**src/rtl/systolic_pkg.sv**
```systemverilog
// systolic_pkg: types and helpers shared by the systolic array datapath blocks.
// Rev 1.0
`default_nettype none

package systolic_pkg;

   localparam int PKG_COLS      = 4;
   localparam int PKG_WORD_SIZE = 16;

   typedef enum logic [1:0] {
      ST_IDLE    = 2'd0,
      ST_COLLECT = 2'd1,
      ST_DONE    = 2'd2
   } out_wr_state_t;

   typedef logic [PKG_COLS*PKG_WORD_SIZE-1:0] row_word_t;
   typedef logic [PKG_WORD_SIZE-1:0]          elem_t;

   function automatic elem_t col_sel_f(input row_word_t bus, input int unsigned c);
      return bus[c*PKG_WORD_SIZE +: PKG_WORD_SIZE];
   endfunction

endpackage

`default_nettype wire

```
**src/rtl/matmul_output_writer_if.sv**
```systemverilog
// matmul_output_writer_if: array result inputs, BRAM write port and status of the output writer.
// Rev 1.0
`default_nettype none

interface matmul_output_writer_if #(
   parameter int COLS           = 4,
   parameter int WORD_SIZE      = 16,
   parameter int MEM_PORT_WIDTH = COLS*WORD_SIZE
);
   logic                        start;
   logic [COLS*WORD_SIZE-1:0]   bottom_out_bus;
   logic [COLS-1:0]             output_col_valid;
   logic [COLS*WORD_SIZE-1:0]   proxy_output_bus;
   logic [COLS-1:0]             proxy_out_valid_bus;
   logic                        mem_wr_en;
   logic [31:0]                 mem_addr;
   logic [MEM_PORT_WIDTH-1:0]   mem_wr_data;
   logic                        busy;
   logic                        done;
   logic                        overflow;

   modport master (
      output start, bottom_out_bus, output_col_valid, proxy_output_bus, proxy_out_valid_bus,
      input  mem_wr_en, mem_addr, mem_wr_data, busy, done, overflow
   );

   modport slave (
      input  start, bottom_out_bus, output_col_valid, proxy_output_bus, proxy_out_valid_bus,
      output mem_wr_en, mem_addr, mem_wr_data, busy, done, overflow
   );
endinterface

`default_nettype wire

```
**src/rtl/out_col_capture.sv**
```systemverilog
// out_col_capture: one column's proxy/array select, result counter, overflow detect and row buffer.
// Rev 1.0
`default_nettype none

module out_col_capture #(
   parameter int ROWS      = 4,
   parameter int WORD_SIZE = 16,
   parameter int CNT_W     = $clog2(ROWS+1),
   parameter int ROW_W     = (ROWS > 1) ? $clog2(ROWS) : 1
) (
   input  wire logic                 clk,
   input  wire logic                 rst,
   input  wire logic                 i_clear,
   input  wire logic                 i_capture_en,
   input  wire logic [WORD_SIZE-1:0] i_arr_data,
   input  wire logic                 i_arr_valid,
   input  wire logic [WORD_SIZE-1:0] i_prx_data,
   input  wire logic                 i_prx_valid,
   input  wire logic [ROW_W-1:0]     i_rd_row,
   output logic      [CNT_W-1:0]     o_cnt_next,
   output logic      [WORD_SIZE-1:0] o_rd_data_next,
   output logic                      o_ovf_hit
);
   logic [CNT_W-1:0]     cnt_q, cnt_d;
   logic [WORD_SIZE-1:0] buf_q [ROWS];
   logic [WORD_SIZE-1:0] buf_d [ROWS];
   logic                 w_valid;
   logic [WORD_SIZE-1:0] w_data;

   always_comb begin
      w_valid   = i_prx_valid | i_arr_valid;
      w_data    = i_prx_valid ? i_prx_data : i_arr_data;
      cnt_d     = cnt_q;
      buf_d     = buf_q;
      o_ovf_hit = 1'b0;
      if (i_clear) begin
         cnt_d = '0;
      end else if (i_capture_en && w_valid) begin
         if (cnt_q == CNT_W'(ROWS)) begin
            o_ovf_hit = 1'b1;
         end else begin
            buf_d[cnt_q[ROW_W-1:0]] = w_data;
            cnt_d = cnt_q + CNT_W'(1);
         end
      end
   end

   // Next-state views let the row commit see a column captured on this same edge.
   assign o_cnt_next     = cnt_d;
   assign o_rd_data_next = buf_d[i_rd_row];

   always_ff @(posedge clk or posedge rst) begin
      if (rst) cnt_q <= '0;
      else     cnt_q <= cnt_d;
   end

   always_ff @(posedge clk) begin
      buf_q <= buf_d;
   end

endmodule

`default_nettype wire

```
**src/rtl/matmul_output_writer.sv**
```systemverilog
// matmul_output_writer: reassembles skewed column results into rows and writes them to BRAM.
// Rev 1.0
`default_nettype none

module matmul_output_writer
   import systolic_pkg::*;
#(
   parameter int          ROWS           = 4,
   parameter int          COLS           = 4,
   parameter int          WORD_SIZE      = 16,
   parameter int          MEM_PORT_WIDTH = COLS*WORD_SIZE,
   parameter logic [31:0] BASE_ADDR      = 32'd0
) (
   input wire logic               clk,
   input wire logic               rst,
   matmul_output_writer_if.slave  bus
);
   localparam int CNT_W = $clog2(ROWS+1);
   localparam int ROW_W = (ROWS > 1) ? $clog2(ROWS) : 1;

   out_wr_state_t             state_q, state_d;
   logic [CNT_W-1:0]          wr_row_q, wr_row_d;
   logic                      busy_q, busy_d;
   logic                      done_q, done_d;
   logic                      overflow_q, overflow_d;
   logic                      wr_en_q, wr_en_d;
   logic [31:0]               addr_q, addr_d;
   logic [MEM_PORT_WIDTH-1:0] data_q, data_d;

   logic                      w_clear;
   logic                      w_cap_en;
   logic                      w_row_ready;
   logic [CNT_W-1:0]          w_cnt_next [COLS];
   logic [COLS*WORD_SIZE-1:0] w_row_data;
   logic [COLS-1:0]           w_ovf_hit;

   assign w_clear  = (state_q == ST_IDLE) && bus.start;
   assign w_cap_en = (state_q == ST_COLLECT);

   for (genvar gi = 0; gi < COLS; gi++) begin : g_col
      out_col_capture #(
         .ROWS      (ROWS),
         .WORD_SIZE (WORD_SIZE),
         .CNT_W     (CNT_W),
         .ROW_W     (ROW_W)
      ) u_cap (
         .clk            (clk),
         .rst            (rst),
         .i_clear        (w_clear),
         .i_capture_en   (w_cap_en),
         .i_arr_data     (bus.bottom_out_bus[gi*WORD_SIZE +: WORD_SIZE]),
         .i_arr_valid    (bus.output_col_valid[gi]),
         .i_prx_data     (bus.proxy_output_bus[gi*WORD_SIZE +: WORD_SIZE]),
         .i_prx_valid    (bus.proxy_out_valid_bus[gi]),
         .i_rd_row       (wr_row_q[ROW_W-1:0]),
         .o_cnt_next     (w_cnt_next[gi]),
         .o_rd_data_next (w_row_data[gi*WORD_SIZE +: WORD_SIZE]),
         .o_ovf_hit      (w_ovf_hit[gi])
      );
   end

   always_comb begin
      w_row_ready = (wr_row_q < CNT_W'(ROWS));
      for (int c = 0; c < COLS; c++) begin
         if (w_cnt_next[c] <= wr_row_q) w_row_ready = 1'b0;
      end
   end

   always_comb begin
      state_d    = state_q;
      wr_row_d   = wr_row_q;
      busy_d     = busy_q;
      done_d     = 1'b0;
      overflow_d = overflow_q;
      wr_en_d    = 1'b0;
      addr_d     = addr_q;
      data_d     = data_q;
      case (state_q)
         ST_IDLE: begin
            if (bus.start) begin
               state_d    = ST_COLLECT;
               wr_row_d   = '0;
               overflow_d = 1'b0;
               busy_d     = 1'b1;
            end
         end
         ST_COLLECT: begin
            if (|w_ovf_hit) overflow_d = 1'b1;
            // wr_row reaching ROWS means the final row's write is on the port this cycle.
            if (wr_row_q == CNT_W'(ROWS)) begin
               state_d = ST_DONE;
               busy_d  = 1'b0;
               done_d  = 1'b1;
            end else if (w_row_ready) begin
               wr_en_d  = 1'b1;
               addr_d   = BASE_ADDR + 32'(wr_row_q);
               data_d   = w_row_data;
               wr_row_d = wr_row_q + CNT_W'(1);
            end
         end
         ST_DONE: state_d = ST_IDLE;
         default: state_d = ST_IDLE;
      endcase
   end

   always_ff @(posedge clk or posedge rst) begin
      if (rst) begin
         state_q    <= ST_IDLE;
         wr_row_q   <= '0;
         busy_q     <= 1'b0;
         done_q     <= 1'b0;
         overflow_q <= 1'b0;
         wr_en_q    <= 1'b0;
         addr_q     <= '0;
         data_q     <= '0;
      end else begin
         state_q    <= state_d;
         wr_row_q   <= wr_row_d;
         busy_q     <= busy_d;
         done_q     <= done_d;
         overflow_q <= overflow_d;
         wr_en_q    <= wr_en_d;
         addr_q     <= addr_d;
         data_q     <= data_d;
      end
   end

   assign bus.mem_wr_en   = wr_en_q;
   assign bus.mem_addr    = addr_q;
   assign bus.mem_wr_data = data_q;
   assign bus.busy        = busy_q;
   assign bus.done        = done_q;
   assign bus.overflow    = overflow_q;

endmodule

`default_nettype wire

```
**src/flat_wrapper.sv**
```systemverilog
// flat-port wrapper written by rule: the top's interface ports become plain ports
module matmul_output_writer_flat import systolic_pkg::*;
#(
   parameter int          ROWS           = 4,
   parameter int          COLS           = 4,
   parameter int          WORD_SIZE      = 16,
   parameter int          MEM_PORT_WIDTH = COLS*WORD_SIZE,
   parameter logic [31:0] BASE_ADDR      = 32'd0
)
  (clk, rst, bus_start, bus_bottom_out_bus, bus_output_col_valid, bus_proxy_output_bus, bus_proxy_out_valid_bus, bus_mem_wr_en, bus_mem_addr, bus_mem_wr_data, bus_busy, bus_done, bus_overflow);
  matmul_output_writer_if #(.COLS(COLS), .WORD_SIZE(WORD_SIZE), .MEM_PORT_WIDTH(MEM_PORT_WIDTH)) bus_i ();
  input wire logic clk;
  input wire logic rst;
  input wire logic [$bits(bus_i.start)-1:0] bus_start;
  input wire logic [$bits(bus_i.bottom_out_bus)-1:0] bus_bottom_out_bus;
  input wire logic [$bits(bus_i.output_col_valid)-1:0] bus_output_col_valid;
  input wire logic [$bits(bus_i.proxy_output_bus)-1:0] bus_proxy_output_bus;
  input wire logic [$bits(bus_i.proxy_out_valid_bus)-1:0] bus_proxy_out_valid_bus;
  output wire logic [$bits(bus_i.mem_wr_en)-1:0] bus_mem_wr_en;
  output wire logic [$bits(bus_i.mem_addr)-1:0] bus_mem_addr;
  output wire logic [$bits(bus_i.mem_wr_data)-1:0] bus_mem_wr_data;
  output wire logic [$bits(bus_i.busy)-1:0] bus_busy;
  output wire logic [$bits(bus_i.done)-1:0] bus_done;
  output wire logic [$bits(bus_i.overflow)-1:0] bus_overflow;
  assign bus_i.start = bus_start;
  assign bus_i.bottom_out_bus = bus_bottom_out_bus;
  assign bus_i.output_col_valid = bus_output_col_valid;
  assign bus_i.proxy_output_bus = bus_proxy_output_bus;
  assign bus_i.proxy_out_valid_bus = bus_proxy_out_valid_bus;
  assign bus_mem_wr_en = bus_i.mem_wr_en;
  assign bus_mem_addr = bus_i.mem_addr;
  assign bus_mem_wr_data = bus_i.mem_wr_data;
  assign bus_busy = bus_i.busy;
  assign bus_done = bus_i.done;
  assign bus_overflow = bus_i.overflow;
  matmul_output_writer #(.ROWS(ROWS), .COLS(COLS), .WORD_SIZE(WORD_SIZE), .MEM_PORT_WIDTH(MEM_PORT_WIDTH), .BASE_ADDR(BASE_ADDR)) u_core (.clk(clk), .rst(rst), .bus(bus_i));
endmodule
```
**config.mk**
```make
export PLATFORM = sky130hd
export DESIGN_NAME = matmul_output_writer_flat
export DESIGN_NICKNAME = d
export VERILOG_FILES = /design/src/rtl/systolic_pkg.sv /design/src/rtl/matmul_output_writer_if.sv /design/src/rtl/out_col_capture.sv /design/src/rtl/matmul_output_writer.sv /design/src/flat_wrapper.sv
export SDC_FILE = /design/constraint.sdc
export NUM_CORES = 1
export LEC_CHECK = 0
export BUFFER_PORTS_ARGS = -buffer_cell sky130_fd_sc_hd__buf_2
export CAP_MARGIN = 10
export CORE_MARGIN = 2
export CORE_UTILIZATION = 55
export DETAILED_ROUTE_END_ITERATION = 10
export PLACE_DENSITY = 0.76
export SLEW_MARGIN = 15
export SYNTH_ARGS = -nofsm -noshare
export SYNTH_HDL_FRONTEND = slang
export SYNTH_SLANG_ARGS = --single-unit
```
**constraint.sdc**
```tcl
create_clock -name clk -period 3.6 [get_ports clk]
set_clock_uncertainty 0.05 [all_clocks]
set_input_delay 0.36 -clock clk [delete_from_list [all_inputs] [get_ports clk]]
set_output_delay 0.36 -clock clk [all_outputs]
set_load 0.02 [all_outputs]
```
# After elaboration in Yosys (flattened, before gate mapping)
# Cells that the tools add are included.
[op_classes]
addsub = 5
n_lt_le_gt_ge = 14
n_eq_ne = 11
muxes = 86
bitwise = 10
n_reduce_logical = 17
[ops]
columns = ["operator", "n"]
rows = [
  ["$mux W64", 12],
  ["$bwmux W64", 4],
  ["$mux W16", 16],
  ["$bmux W16 S2", 4],
  ["$demux W16 S2", 4],
  ["$mux W3", 15],
  ["$mux W1", 25],
  ["$add A3 B1 Y3 const B", 5],
  ["$eq A3 B3 Y1 const B", 5],
  ["$ge A3 B3 Y1 const B", 5],
  ["$not A2 Y3", 5],
  ["$le A3 B3 Y1", 4],
  ["$lt A3 B1 Y1 const B", 4],
  ["$logic_and A1 B1 Y1", 9],
  ["$reduce_and A3 Y1", 3],
  ["$ne A2 B1 Y1 const B", 3],
  ["$pmux W3 S2", 1],
  ["$mux W2", 2],
  ["$ne A2 B2 Y1 const B", 2],
  ["$or A1 B1 Y1", 4],
  ["$pmux W1 S2", 2],
  ["$pmux W2 S2", 1],
  ["$reduce_and A4 Y1", 1],
  ["$reduce_or A4 Y1", 1],
  ["6 further kinds", 6],
]
[totals]
reg_bits = 344
in_bits = 139
out_inout_bits = 100
word_cells = 171

# Logic depth before layout (Yosys ltp)
# Gate-level depths: netlist of the first run.
[depth]
word_depth = 12
mapped_depth = 16
mapped_depth_nobuf = 12

# Hierarchy
# From an unflattened synthesis of the first run, not the netlist that was laid out.
[hier_totals]
hier_cells = 1397
hier_area_um2 = 15867.7
[by_module_without_submodules]
columns = ["mod", "instances", "cells_each", "area_per_inst_um2", "seq_area_each_um2"]
rows = [
  ["out_col_capture", 4, 289, 3056.7, 1356.3],
  ["matmul_output_writer", 1, 241, 3641.0, 1901.8],
]

# Worst setup path before layout of the first run
# No wires, ideal clock.
[synth_timing]
path_type = "reg2reg"
start = "reg u_core.state_q[1]"
end = "reg u_core.data_q[13] (netlist: u_core.bus.mem_wr_data[13])"
setup_ns = 0.143
arrival_ns = 2.889
t_required_ns = 3.407
slack_ns = 0.518
path_stages_with_launch = 16
path_buffers = 5
synth_period_minus_slack_ns = 3.082
cell_sequence = "dfrtp_1 and2b_1 buf_4 buf_2 and2_1 clkbuf_1 nand2_1 xnor2_1 or2_2 ha_1 nand3_1 nand3_1 nor4_2 buf_2 buf_2 a41oi_1"
[synth_between]
elab_chain_cells = 10
word_cells_on_any_way = 29
cone_classes = "4 x order compare; 1 x eq/ne; 17 x mux; 7 x reduce/logical"
[synth_rtl]
columns = ["item", "line", "text"]
rows = [
  ["start, declared", "matmul_output_writer.sv:21", "out_wr_state_t state_q, state_d;"],
  ["start signal, assigned", "matmul_output_writer.sv:117", "state_q <= state_d;"],
  ["$eq A2 B1 Y1", "matmul_output_writer.sv:38, matmul_output_writer.sv:78", ""],
  ["$logic_and A1 B1 Y1", "out_col_capture.sv:38", "end else if (i_capture_en && w_valid) begin"],
  ["$mux W3", "out_col_capture.sv:38", ""],
  ["$mux W3", "out_col_capture.sv:36", "if (i_clear) begin"],
  ["$le A3 B3 Y1", "matmul_output_writer.sv:65", "if (w_cnt_next[c] <= wr_row_q) w_row_ready = 1'b0;"],
  ["$mux W1 (4 in a row)", "matmul_output_writer.sv:65", ""],
  ["$reduce_and A3 Y1 (no source line)", "--", ""],
  ["end signal, assigned", "matmul_output_writer.sv:124", "data_q <= data_d;"],
  ["end, declared", "matmul_output_writer.sv:28", "logic [MEM_PORT_WIDTH-1:0] data_q, data_d;"],
]
# Several ways; a longest one is shown, not always the timed one. The select of a mux whose other input is x is not followed.
# A chain may end at the register's enable or synchronous reset.

# Worst setup path after layout of the first run
[layout_timing]
start = "reg u_core.state_q[1]"
end = "reg u_core.data_q[2] (netlist: u_core.bus.mem_wr_data[2])"
# The elaborated chain is that of the path after synthesis.

==> Implementation_results.wiki, run 1 <==
{| class="wikitable"
! Metric !! Value
|-
| Leading register cell type out of synthesis || sky130_fd_sc_hd__dfxtp_1
|-
| WL per Instance || 18.20 um
|-
| Transition time at the pin with the least slew margin || 0.8502 ns
|-
| Number of flops mapped to enable cells by yosys || 0
|-
| Length in cells of the worst reg-to-reg path || 13
|-
| Top-count cell post-synth || sky130_fd_sc_hd__dfxtp_1
|-
| Area share of the largest cell type after synthesis || 31.28%
|-
| Startpoint of the worst setup timing path || u_core.state_q[1]
|-
| Last element of the critical path || u_core.bus.mem_wr_data[2]
|-
| CTS root buffer || sky130_fd_sc_hd__clkbuf_16
|-
| DRT Pass-1 Iters || 6
|-
| Cell internal power dissipation || 11770 uW
|-
| Number of setup violations in the final report || 0
|-
| Worst-case register-to-register setup slack || 0.17 ns
|-
| Residual DRC || 0
|-
| Post-CTS setup-driven buffer insertion count || 0
|-
| Number of warnings printed during yosys synthesis || 0
|-
| Final cycle utilization of the critical path || 95.16%
|-
| Die height || 176.6 um
|-
| Max Root-Sink Buffers || 3
|-
| Net Sw Power || 8695 uW
|-
| Register bit total from synthesis || 344
|-
| Worst hold path type || in2reg
|-
| Via count of the routed design || 14140
|-
| Fin. max-slew vios || 0
|-
| Cell count along the critical path || 13
|-
| Placed inst area || 0.01735 mm2
|-
| GR Util All Layers || 26.33%
|-
| Worst path setup slack after routing || 0.1743 ns
|-
| Met1 Routed Length || 18.23 mm
|-
| Top layer reached by signal wires || met4
|-
| Number of DRC markers after the initial detailed-route iteration || 1133
|-
| Global route overflow || 0
|-
| Routed met2 length || 19.61 mm
|-
| Highest-delay cell along the critical path || sky130_fd_sc_hd__dfrtp_1
|-
| Via count of the first global-routing pass || 13360
|-
| Setup Crit Path Kind || reg2reg
|-
| Final hold violations || 0
|-
| Synthesized area || 0.01639 mm2
|-
| Clock sink total || 344
|-
| Critical Path Sink Type || flop
|-
| TritonCTS buffer count || 37
|-
| Chip Width || 176.6 um
|-
| Ratio of cells with drive above 1 in the final layout || 20.55%
|-
| Count of filler cells inserted in the layout || 2559
|-
| Number of antenna violations at the first check in global routing || 0
|-
| Leakage power figure || 0.007662 uW
|-
| Clock tree from TritonCTS || built
|-
| Max frequency || 291.9 MHz
|-
| Total instance count after detailed placement || 2215
|-
| Slowest stage delay, CP || 0.39 ns
|-
| Effective utilization at floorplan || 55.58%
|-
| Count of maximum capacitance violations || 0
|-
| Switching power as a share of total power || 42.48%
|-
| Post-Layout Inst Area || 0.01850 mm2
|-
| Share of total power in sequential cells || 32.4%
|-
| Clk pwr share || 17.6%
|-
| Total number of nets in the final design || 2034
|-
| Final instance count without filler cells || 2283
|-
| Die footprint || 0.03119 mm2
|-
| Fraction of synthesis flops using an asynchronous set or reset pin || 25.58%
|-
| Total number of H-tree levels || 2
|-
| Endpoint of the worst-slack reg-to-reg timing path || u_core.bus.mem_wr_data[2]
|-
| Area growth, synth to finish || 12.90%
|-
| DRT antenna net count || 0
|-
| Worst hold start || bus_start
|-
| Clock transition at the registers of the reported paths || 0.06 ns
|-
| Placement row count || 63
|-
| Area of the core || 0.02948 mm2
|-
| Utilization after layout || 62.75%
|-
| Crit path required time || 3.98 ns
|-
| Source of the worst register-to-register timing path || u_core.state_q[1]
|-
| Top Ports || 239
|-
| Largest cells by area after synthesis || sky130_fd_sc_hd__dfxtp_1, sky130_fd_sc_hd__dfrtp_1, sky130_fd_sc_hd__a21oi_1
|-
| Metal3 WL || 2.581 mm
|-
| Max IR drop VDD || 0.5913 mV
|-
| Total length of routed wires || 41.56 mm
|-
| Crit Path Max Fanout || 43
|-
| Relative slew margins || 43.32%
|-
| Number of buffer and inverter stages on the critical path || 2
|-
| First-pass GRT wire length || 67.73 mm
|-
| Post-detail-place hpwl || 25.92 mm
|-
| Critical Path Start Type || flop
|-
| Clock latency reported for the late side of the worst-skew pair || 0.52 ns
|-
| Synthesized area divided by synthesized cell count || 9.493 um2
|-
| Top cells by count, synth || sky130_fd_sc_hd__dfxtp_1, sky130_fd_sc_hd__a21oi_1, sky130_fd_sc_hd__nor2_1, sky130_fd_sc_hd__a31oi_1, sky130_fd_sc_hd__a211o_1
|-
| Fraction of the yosys area taken by sequential cells || 44.72%
|-
| Power per unit of standard cell area || 1106 mW/mm2
|-
| Diodes inserted || 0
|-
| Largest net degree at the start of global routing || 78
|-
| Dominant cell type by area after synthesis || sky130_fd_sc_hd__dfxtp_1
|-
| Final critical-path required period || 3.426 ns
|-
| Outcome || finished, final reports clean
|-
| Dominant delay contributor by cell family on the critical path || simple AND/OR/NAND/NOR gates
|-
| Last weighted congestion value of the routability-driven placer || 0.8088
|-
| Comb power frac || 50.0%
|-
| Setup TNS Final || 0 ns
|-
| Count of mapped cells out of synthesis || 1726
|-
| Critical path, cell by cell || and2b_4 > and2_0 > nand2_1 > xnor2_1 > or2_2 > ha_1 > nand3b_1 > a22o_1 > nor4_4 > buf_12 > buf_4 > nor2_1 > a41oi_2
|-
| Vias per inst || 6.194
|-
| Arrival time of the worst setup path || 3.80 ns
|-
| Worst slack at placement || 0.2034 ns
|-
| Number of library cell types mapped by synthesis || 62
|-
| Unrepaired setup endpoints after global routing || no
|-
| Port bufs || 209
|}
-- metrics by stage --
step	total power [uW]	hold slack [ns]
floorplan	14490	0.3746
global placement	16360	0.3876
detailed placement	16820	0.3948
CTS	20490	0.09897
global route	22040	0.1025
finish	20470	0.1039
-- flip-flops by register name, summed over array words and instances, names as in the netlist --
| signal | count |
|---|---|
| u_core.bus.done | 1 |
| u_core.state_q | 2 |
| u_core.bus.mem_wr_data | 64 |
| u_core.bus.mem_wr_en | 1 |
| u_core.bus.busy | 1 |
| u_core.bus.overflow | 1 |
| u_core.wr_row_q | 3 |
| u_core.bus.mem_addr | 3 |
| u_core.g_col.u_cap.cnt_q | 12 |
| u_core.g_col.u_cap.buf_q | 256 |
-- worst min path at each step --
stage | to | slack, ns | cells after the start
6_report | u_core.state_q[0] | 0.10 | 3
5_1_grt | u_core.state_q[0] | 0.10 | 3
4_1_cts | u_core.state_q[0] | 0.1 | 3
3_5_place_dp | u_core.g_col[1].u_cap.buf_q[29] | 0.39 | 2
3_3_place_gp | u_core.g_col[1].u_cap.buf_q[13] | 0.39 | 2
2_1_floorplan | u_core.g_col[1].u_cap.buf_q[14] | 0.37 | 2
-- area by class of cell --
| cell class | count | area [um2] | area share (%) |
|---|---|---|---|
| Multi-Input combinational cell | 1188 | 7913 | 42.77 |
| Sequential cell | 344 | 7328 | 39.61 |
| Timing Repair Buffer | 272 | 1546 | 8.360 |
| Clock buffer | 60 | 1092 | 5.905 |
| Tap cell | 390 | 488.0 | 2.638 |
| Inverter | 22 | 85.08 | 0.4599 |
| Clock inverter | 7 | 46.29 | 0.2503 |
-- power groups by stage --
| stage | logic [uW] | clock network (uW) | registers [uW] |
|---|---|---|---|
| after floorplan | 7550 | 0 | 6930 |
| after global placement | 9730 | 0 | 6630 |
| after detailed placement | 10100 | 0 | 6700 |
| after CTS | 10200 | 3660 | 6640 |
| after global routing | 11400 | 3840 | 6810 |
| final | 10200 | 3600 | 6640 |
-- metal layers --
metal,vias up,track usage [%]
li1,6731,-
met1,6836,35.84
met2,492,42.95
met3,81,3.790
met4,0,9.125
met5,-,0
-- placed cells by master, fill, tap and decap left out, types with 9 or more instances in the layout --
cell type / synthesis / final
sky130_fd_sc_hd__and3_1: 11 / 11
sky130_fd_sc_hd__clkbuf_1: 57 / 15
sky130_fd_sc_hd__a41oi_1: 31 / 31
sky130_fd_sc_hd__mux2_2: 9 / 9
sky130_fd_sc_hd__o21ai_0: 42 / 42
sky130_fd_sc_hd__conb_1: 1 / 29
sky130_fd_sc_hd__a211oi_2: 11 / 11
sky130_fd_sc_hd__a21oi_1: 247 / 247
sky130_fd_sc_hd__nand2_1: 16 / 15
sky130_fd_sc_hd__mux2i_1: 67 / 67
sky130_fd_sc_hd__inv_1: 21 / 19
sky130_fd_sc_hd__a211o_1: 116 / 116
sky130_fd_sc_hd__nand3_1: 9 / 9
sky130_fd_sc_hd__clkbuf_16: 0 / 37
sky130_fd_sc_hd__buf_4: 44 / 60
sky130_fd_sc_hd__buf_2: 63 / 209
sky130_fd_sc_hd__a41oi_2: 27 / 27
sky130_fd_sc_hd__dfxtp_1: 256 / 256
sky130_fd_sc_hd__a31oi_1: 120 / 120
sky130_fd_sc_hd__o21ai_1: 18 / 18
sky130_fd_sc_hd__nor2_1: 205 / 205
sky130_fd_sc_hd__a211oi_1: 104 / 104
sky130_fd_sc_hd__ha_1: 30 / 30
sky130_fd_sc_hd__dfrtp_1: 88 / 87
-- tightest hold or removal path: stages --
cell and delay (ns):
sky130_fd_sc_hd__buf_2 0.11, sky130_fd_sc_hd__nor2_1 0.09, sky130_fd_sc_hd__a311oi_1 0.06
-- cell families after synthesis --
family,synth area share [%]
multiplexers,4.872
adder cells (fa/ha/maj),2.291
AND/OR/NAND/NOR,7.903
flip-flops,44.72
XOR/XNOR,0.2138
other,0.02289
AO/OA/AOI/OAI,32.26
buffers and inverters,7.720
-- repair_timing --
item | 4_1_cts | 5_1_grt
hold buffers | 1 | 0
resized for setup | 0 | 0
setup endpoints to repair | 0 | 0
endpoints found under the hold margin | 51 | 0
(Power assumes the default switching activity.)
==> run 2, diff against run 1 <==
==> constraint.sdc (replaced) <==
create_clock -name clk -period 3.6 [get_ports clk]
set_clock_uncertainty 0.05 [all_clocks]
set_input_delay 0.72 -clock clk [delete_from_list [all_inputs] [get_ports clk]]
set_output_delay 0.72 -clock clk [all_outputs]
set_load 0.02 [all_outputs]
==> run 2 against run 1 <==
Sequential cell count stayed put. Global-route usage hardly changed. Sequential power hardly changed. Non-clock buffer count is 15 higher. Combinational power hardly changed. Clock power is 4% higher. First-iteration DRC count is 8.2% higher. Sequential share of layout area is 0.43 points lower. Power is 2.2% higher. Critical path type unchanged. Largest cell class unchanged. Count of clock-buffer cells in the layout is 1 lower.
==> Implementation_results.wiki, run 2 (synthesis gave the netlist of run 1 again) <==
{| class="wikitable"
! Metric !! Value
|-
| Hold buffer count at cts || 0 (-1)
|-
| Post-CTS setup-driven buffer insertion count || 0 (unchanged)
|-
| Count of maximum capacitance violations || 0 (unchanged)
|-
| GR Util All Layers || 26.35% (about the same)
|-
| Die footprint || 0.03119 mm2 (unchanged)
|-
| Max frequency || 299.0 MHz (+2.4%)
|-
| Outcome || finished, final reports clean
|-
| Largest net degree at the start of global routing || 67 (-14%)
|-
| Diodes inserted || 0 (unchanged)
|-
| Placed inst area || 0.01751 mm2 (+0.91%)
|-
| Clock sink total || 344 (unchanged)
|-
| Port bufs || 209 (unchanged)
|-
| Residual DRC || 0 (unchanged)
|-
| Max Root-Sink Buffers || 3 (unchanged)
|-
| Total length of routed wires || 42.10 mm (+1.3%)
|-
| Commonest non-fill, non-tap cell in the layout || sky130_fd_sc_hd__dfxtp_1
|-
| Number of flip-flops in the largest register || 256 (unchanged)
|-
| Top reg by flops || u_core.g_col.u_cap.buf_q
|-
| DRT Pass-1 Iters || 5 (-1)
|-
| Unrepaired setup endpoints after global routing || no
|-
| Leakage power figure || 0.007769 uW (+1.4%)
|-
| Clock latency reported for the late side of the worst-skew pair || 0.52 ns (about the same)
|-
| Last weighted congestion value of the routability-driven placer || 0.7772 (-3.9%)
|-
| Critical Path Sink Type || flop
|-
| Setup Crit Path Kind || reg2reg
|-
| Endpoint of the worst-slack reg-to-reg timing path || u_core.bus.mem_wr_data[57]
|-
| Crit path required time || 3.98 ns (about the same)
|-
| Area growth, synth to finish || 14.13%
|-
| Crit Path Max Fanout || 15 (-65%)
|-
| Via count of the routed design || 14250 (+0.76%)
|-
| Power per unit of standard cell area || 1118 mW/mm2 (+1.1%)
|-
| Final hold violations || 0 (unchanged)
|-
| Max IR drop VDD || 0.4609 mV (-22%)
|-
| Worst-case register-to-register setup slack || 0.26 ns (+0.08 ns)
|-
| Clock tree from TritonCTS || built
|-
| First-pass GRT wire length || 67.85 mm (+0.17%)
|-
| Post-detail-place hpwl || 26.69 mm (+2.9%)
|-
| Arrival time of the worst setup path || 3.72 ns (-0.08 ns)
|-
| Effective utilization at floorplan || 55.58% (unchanged)
|-
| Vias per inst || 6.197 (about the same)
|-
| Die height || 176.6 um (unchanged)
|-
| Fin. max-slew vios || 0 (unchanged)
|-
| Setup TNS Final || 0 ns (unchanged)
|-
| Final critical-path required period || 3.344 ns (-0.08137 ns)
|-
| TritonCTS buffer count || 37 (unchanged)
|-
| Most frequent cells in the layout || sky130_fd_sc_hd__dfxtp_1, sky130_fd_sc_hd__a21oi_1, sky130_fd_sc_hd__buf_2, sky130_fd_sc_hd__nor2_1, sky130_fd_sc_hd__a31oi_1
|-
| Worst hold path type || in2async
|-
| Clock transition at the registers of the reported paths || 0.06 ns (about the same)
|-
| Length in cells of the worst reg-to-reg path || 13 (unchanged)
|-
| DRT antenna net count || 0 (unchanged)
|-
| Relative slew margins || 44.93% (+1.6 points)
|-
| Count of filler cells inserted in the layout || 2514 (-1.8%)
|-
| Area of the core || 0.02948 mm2 (unchanged)
|-
| Post-cts resize count || 0 (unchanged)
|-
| Critical Path Start Type || flop
|-
| Post-Layout Inst Area || 0.01870 mm2 (+1.1%)
|-
| Number of antenna violations at the first check in global routing || 0 (unchanged)
|-
| Total number of H-tree levels || 2 (unchanged)
|-
| CTS root buffer || sky130_fd_sc_hd__clkbuf_16
|-
| Total number of nets in the final design || 2049 (+0.74%)
|-
| Via count of the first global-routing pass || 13500 (+1.0%)
|-
| Number of DRC markers after the initial detailed-route iteration || 1226 (+8.2%)
|-
| Transition time at the pin with the least slew margin || 0.8031 ns (-0.04714 ns)
|-
| Placement row count || 63 (unchanged)
|-
| Ratio of cells with drive above 1 in the final layout || 21.22% (+0.67 points)
|-
| Global route overflow || 0 (unchanged)
|-
| Chip Width || 176.6 um (unchanged)
|-
| WL per Instance || 18.31 um (+0.60%)
|-
| Final cycle utilization of the critical path || 92.90% (-2.3 points)
|-
| Number of setup violations in the final report || 0 (unchanged)
|-
| Top Ports || 239 (unchanged)
|-
| Source of the worst register-to-register timing path || u_core.state_q[1]
|}
==> run 2: metal layers <==
| layer | GRT usage, % | vias to the layer above | wire, um |
|---|---|---|---|
| li1 | - | 6759 | - |
| met1 | 35.00 | 6918 | 18620 |
| met2 | 44.40 | 504 | 20130 |
| met3 | 3.811 | 66 | 2520 |
| met4 | 8.299 | 0 | 823 |
| met5 | 0 | - | 0 |
==> run 2: final cells by class <==
type                            instances  area [um2]  share of cell area, %
Tap cell                              390       488.0                  2.609
Timing Repair Buffer                  287        1694                  9.059
Multi-Input combinational cell       1188        7913                  42.31
Inverter                               22       85.08                 0.4549
Clock inverter                          9       102.6                 0.5486
Clock buffer                           59        1091                  5.834
Sequential cell                       344        7328                  39.19
==> run 2: power by group <==
part / total (uW) / switching [uW] / internal [uW]
logic: 10500 / 6490 / 4010
registers: 6660 / 779 / 5880
clock network: 3750 / 1530 / 2230
total: 20900 / 8800 / 12100
==> run 2: how the worst max path moves through the flow <==
stage	startpoint	endpoint	slack (ns)	cells past startpoint
final	u_core.state_q[1]	u_core.bus.mem_wr_data[57]	0.26	13
after global routing	u_core.state_q[1]	u_core.bus.mem_wr_data[57]	0.04	13
after CTS	u_core.state_q[1]	u_core.bus.mem_wr_data[57]	0.25	13
after detailed placement	bus_output_col_valid[2]	u_core.bus.mem_wr_data[57]	0.02	14
after global placement	bus_output_col_valid[2]	u_core.bus.mem_wr_data[63]	0.15	14
after floorplan	bus_proxy_out_valid_bus[2]	u_core.bus.mem_wr_data[13]	0.24	15
==> run 2: stage by stage <==
step	utilization, %	worst slack (ns)	cells	hold WS [ns]	power (uW)
2_1_floorplan	-	0.2393	1754	0.3746	14490
3_3_place_gp	59.39	0.1510	2231	0.3866	16600
3_5_place_dp	59.39	0.02044	2231	0.3931	17090
4_1_cts	63.44	0.2536	2299	0.2772	20920
5_1_grt	63.44	0.04099	2299	0.3195	22460
6_report	63.44	0.2557	2299	0.2537	20910
==> run 2: worst max-delay path, stage by stage (launching register included) <==
cell,delay [ns]
sky130_fd_sc_hd__dfrtp_1,0.40
sky130_fd_sc_hd__and2b_4,0.34
sky130_fd_sc_hd__and2_0,0.31
sky130_fd_sc_hd__nand2_1,0.12
sky130_fd_sc_hd__xnor2_1,0.15
sky130_fd_sc_hd__or2_2,0.28
sky130_fd_sc_hd__ha_1,0.19
sky130_fd_sc_hd__nand3b_1,0.15
sky130_fd_sc_hd__a22o_1,0.24
sky130_fd_sc_hd__nor4_4,0.28
sky130_fd_sc_hd__buf_4,0.26
sky130_fd_sc_hd__buf_4,0.24
sky130_fd_sc_hd__nor2_1,0.06
sky130_fd_sc_hd__a41oi_1,0.17
==> run 3, diff against run 2 <==
- CORE_UTILIZATION: 55 -> 45
- PLACE_DENSITY: 0.76 -> 0.64
==> run 3 against run 2 <==
Combinational power about the same. Clock power grew 2%. Count of clock-buffer cells in the layout grew 3. First-iteration DRC count down 16%. Power decreased by 0.29%. Fmax increased by 0.54%. Sequential power about the same. Worst hold slack better by 0.030 ns. Global-route usage is 4.1 points lower. Utilization decreased by 11 points. Register-to-register slack better by 0.02 ns. Final area grew 0.56%. Largest cell class unchanged. Largest power group unchanged.
==> Implementation_results.wiki, run 3 (synthesis gave the netlist of run 1 again) <==
{| class="wikitable"
! Metric !! Value
|-
| Outcome || finished, final reports clean
|-
| Most frequent cells in the layout || sky130_fd_sc_hd__dfxtp_1, sky130_fd_sc_hd__a21oi_1, sky130_fd_sc_hd__buf_2, sky130_fd_sc_hd__nor2_1, sky130_fd_sc_hd__a31oi_1
|-
| Top Ports || 239 (unchanged)
|-
| TritonCTS buffer count || 38 (+2.7%)
|-
| CTS root buffer || sky130_fd_sc_hd__clkbuf_16
|-
| Via count of the first global-routing pass || 13200 (-2.2%)
|-
| Highest-delay cell along the critical path || sky130_fd_sc_hd__dfrtp_1
|-
| Max IR drop VDD || 0.4460 mV (-3.2%)
|-
| Unrepaired setup endpoints after global routing || no
|-
| Crit path required time || 3.97 ns (about the same)
|-
| Transition time at the pin with the least slew margin || 0.9757 ns (+0.1726 ns)
|-
| Hold WS || 0.2840 ns (+0.03033 ns)
|-
| Final cycle utilization of the critical path || 92.40% (-0.50 points)
|-
| Power per unit of standard cell area || 1109 mW/mm2 (-0.84%)
|-
| Leakage power figure || 0.007800 uW (+0.39%)
|-
| Via count of the routed design || 14000 (-1.7%)
|-
| DRT Pass-1 Iters || 5 (unchanged)
|-
| Max frequency || 300.6 MHz (+0.54%)
|-
| Setup Crit Path Kind || reg2reg
|-
| DRT antenna net count || 0 (unchanged)
|-
| Worst path setup slack after routing || 0.2737 ns (+0.01805 ns)
|-
| Arrival time of the worst setup path || 3.70 ns (-0.02 ns)
|-
| Die footprint || 0.03795 mm2 (+22%)
|-
| Placement row count || 69 (+9.5%)
|-
| Port bufs || 209 (unchanged)
|-
| Hold buffer count at cts || 0 (unchanged)
|-
| Residual DRC || 0 (unchanged)
|-
| Total length of routed wires || 43.39 mm (+3.1%)
|-
| Relative slew margins || 34.90% (-10 points)
|-
| Setup TNS Final || 0 ns (unchanged)
|-
| Clock transition at the registers of the reported paths || 0.06 ns (about the same)
|-
| Post-cts resize count || 0 (unchanged)
|-
| First-pass GRT wire length || 69.71 mm (+2.7%)
|-
| Post-detail-place hpwl || 27.40 mm (+2.7%)
|-
| Combined area of the multi-input logic cells || 0.007918 mm2 (about the same)
|-
| Total power of the final layout || 20850 uW (-0.29%)
|-
| Clock sink total || 344 (unchanged)
|-
| Number of DRC markers after the initial detailed-route iteration || 1025 (-16%)
|-
| Final critical-path required period || 3.326 ns (-0.01805 ns)
|-
| Crit Path Max Fanout || 19 (+4)
|-
| Ratio of cells with drive above 1 in the final layout || 21.58% (+0.37 points)
|-
| Number of setup violations in the final report || 0 (unchanged)
|-
| GR Util All Layers || 22.20% (-4.1 points)
|-
| Number of flip-flops in the largest register || 256 (unchanged)
|-
| Fin. max-slew vios || 0 (unchanged)
|-
| Critical path, cell by cell || and2b_4 > and2_0 > nand2_1 > xnor2_1 > or2_2 > ha_1 > nand3b_1 > a22o_1 > nor4_4 > buf_12 > buf_4 > nor2_1 > a41oi_1
|-
| Clock latency reported for the late side of the worst-skew pair || 0.52 ns (about the same)
|-
| Die height || 194.8 um (+10%)
|-
| Top reg by flops || u_core.g_col.u_cap.buf_q
|-
| Count of maximum capacitance violations || 0 (unchanged)
|-
| Clock tree from TritonCTS || built
|-
| Final instance count without filler cells || 2371 (+3.1%)
|-
| Total instance count after detailed placement || 2302 (+3.2%)
|-
| Slowest stage delay, CP || 0.39 ns (about the same)
|-
| Critical Path Start Type || flop
|-
| Critical Path Sink Type || flop
|-
| Chip Width || 194.8 um (+10%)
|-
| Total number of nets in the final design || 2050 (+0.049%)
|-
| Total number of H-tree levels || 2 (unchanged)
|-
| WL per Instance || 18.30 um (about the same)
|-
| Commonest non-fill, non-tap cell in the layout || sky130_fd_sc_hd__dfxtp_1
|-
| Post-CTS setup-driven buffer insertion count || 0 (unchanged)
|-
| Area growth, synth to finish || 14.77%
|-
| Vias per inst || 5.906 (-4.7%)
|-
| Worst hold path type || in2async
|-
| Area of the core || 0.03574 mm2 (+21%)
|-
| Sequential cell area in the final layout || 0.007330 mm2 (about the same)
|-
| Last weighted congestion value of the routability-driven placer || 0.7670 (-1.3%)
|-
| Count of filler cells inserted in the layout || 3310 (+32%)
|-
| Final hold violations || 0 (unchanged)
|-
| Largest net degree at the start of global routing || 78 (+16%)
|-
| Worst slack at placement || 0.0008473 ns (-0.01959 ns)
|-
| Max Root-Sink Buffers || 3 (unchanged)
|-
| Number of antenna violations at the first check in global routing || 1 (+1)
|-
| Global route overflow || 0 (unchanged)
|-
| Effective utilization at floorplan || 45.84% (-9.7 points)
|}
[run 3: worst paths after layout]
check / start / end / slack [ns] / depth (start not counted)
setup / recovery: u_core.state_q[1] / u_core.bus.mem_wr_data[18] / 0.27 / 13
hold / removal: rst / u_core.bus.mem_wr_en / 0.28 / 2
setup reg to reg: u_core.state_q[1] / u_core.bus.mem_wr_data[18] / 0.27 / 13
hold reg to reg: u_core.g_col[1].u_cap.buf_q[15] / u_core.g_col[1].u_cap.buf_q[15] / 0.41 / 2
max in group asynchronous: rst / u_core.wr_row_q[0] / 2.38 / 3
min in group clk: u_core.g_col[1].u_cap.buf_q[15] / u_core.g_col[1].u_cap.buf_q[15] / 0.41 / 2
[run 3: stage by stage]
step	cell area [um2]	utilization (%)
2_1_floorplan	16490	-
3_3_place_gp	17570	49.15
3_5_place_dp	17570	49.15
4_1_cts	18800	52.61
5_1_grt	18810	52.62
6_report	18810	52.62
[run 3: worst max-delay path: cells and delay by family (launching register included)]
| family | cells | cell delay [ns] |
|---|---|---|
| AOI/OAI and AO/OA | 2 | 0.45 |
| xor gates and xnor gates | 1 | 0.15 |
| adders and majority gates | 1 | 0.19 |
| buffers and inverters | 2 | 0.46 |
| DFF | 1 | 0.39 |
| and+or+nand+nor | 7 | 1.51 |
[run 3: routing by layer]
layer	track usage, %	up-vias	part of all wire (%)
li1	-	6763	-
met1	30.27	6785	46
met4	6.616	0	2.2
met2	36.68	392	47
met3	3.141	62	4.9
met5	0	-	0
[run 3: final cells by class]
cell class	instances	area share, %
well taps	461	3.067
clock buffers	62	6.401
clock inverters	6	0.1796
inverters	22	0.4524
multi-input cells	1188	42.10
repair buffers	287	8.809
diodes	1	0.01331
flip-flops and latches	344	38.98
[run 3: where the power goes]
| part | internal [uW] | leakage (uW) | switching, uW |
|---|---|---|---|
| Clock | 2280 | 0.000615 | 1530 |
| Combinational | 3910 | 0.00403 | 6470 |
| Sequential | 5880 | 0.00315 | 782 |
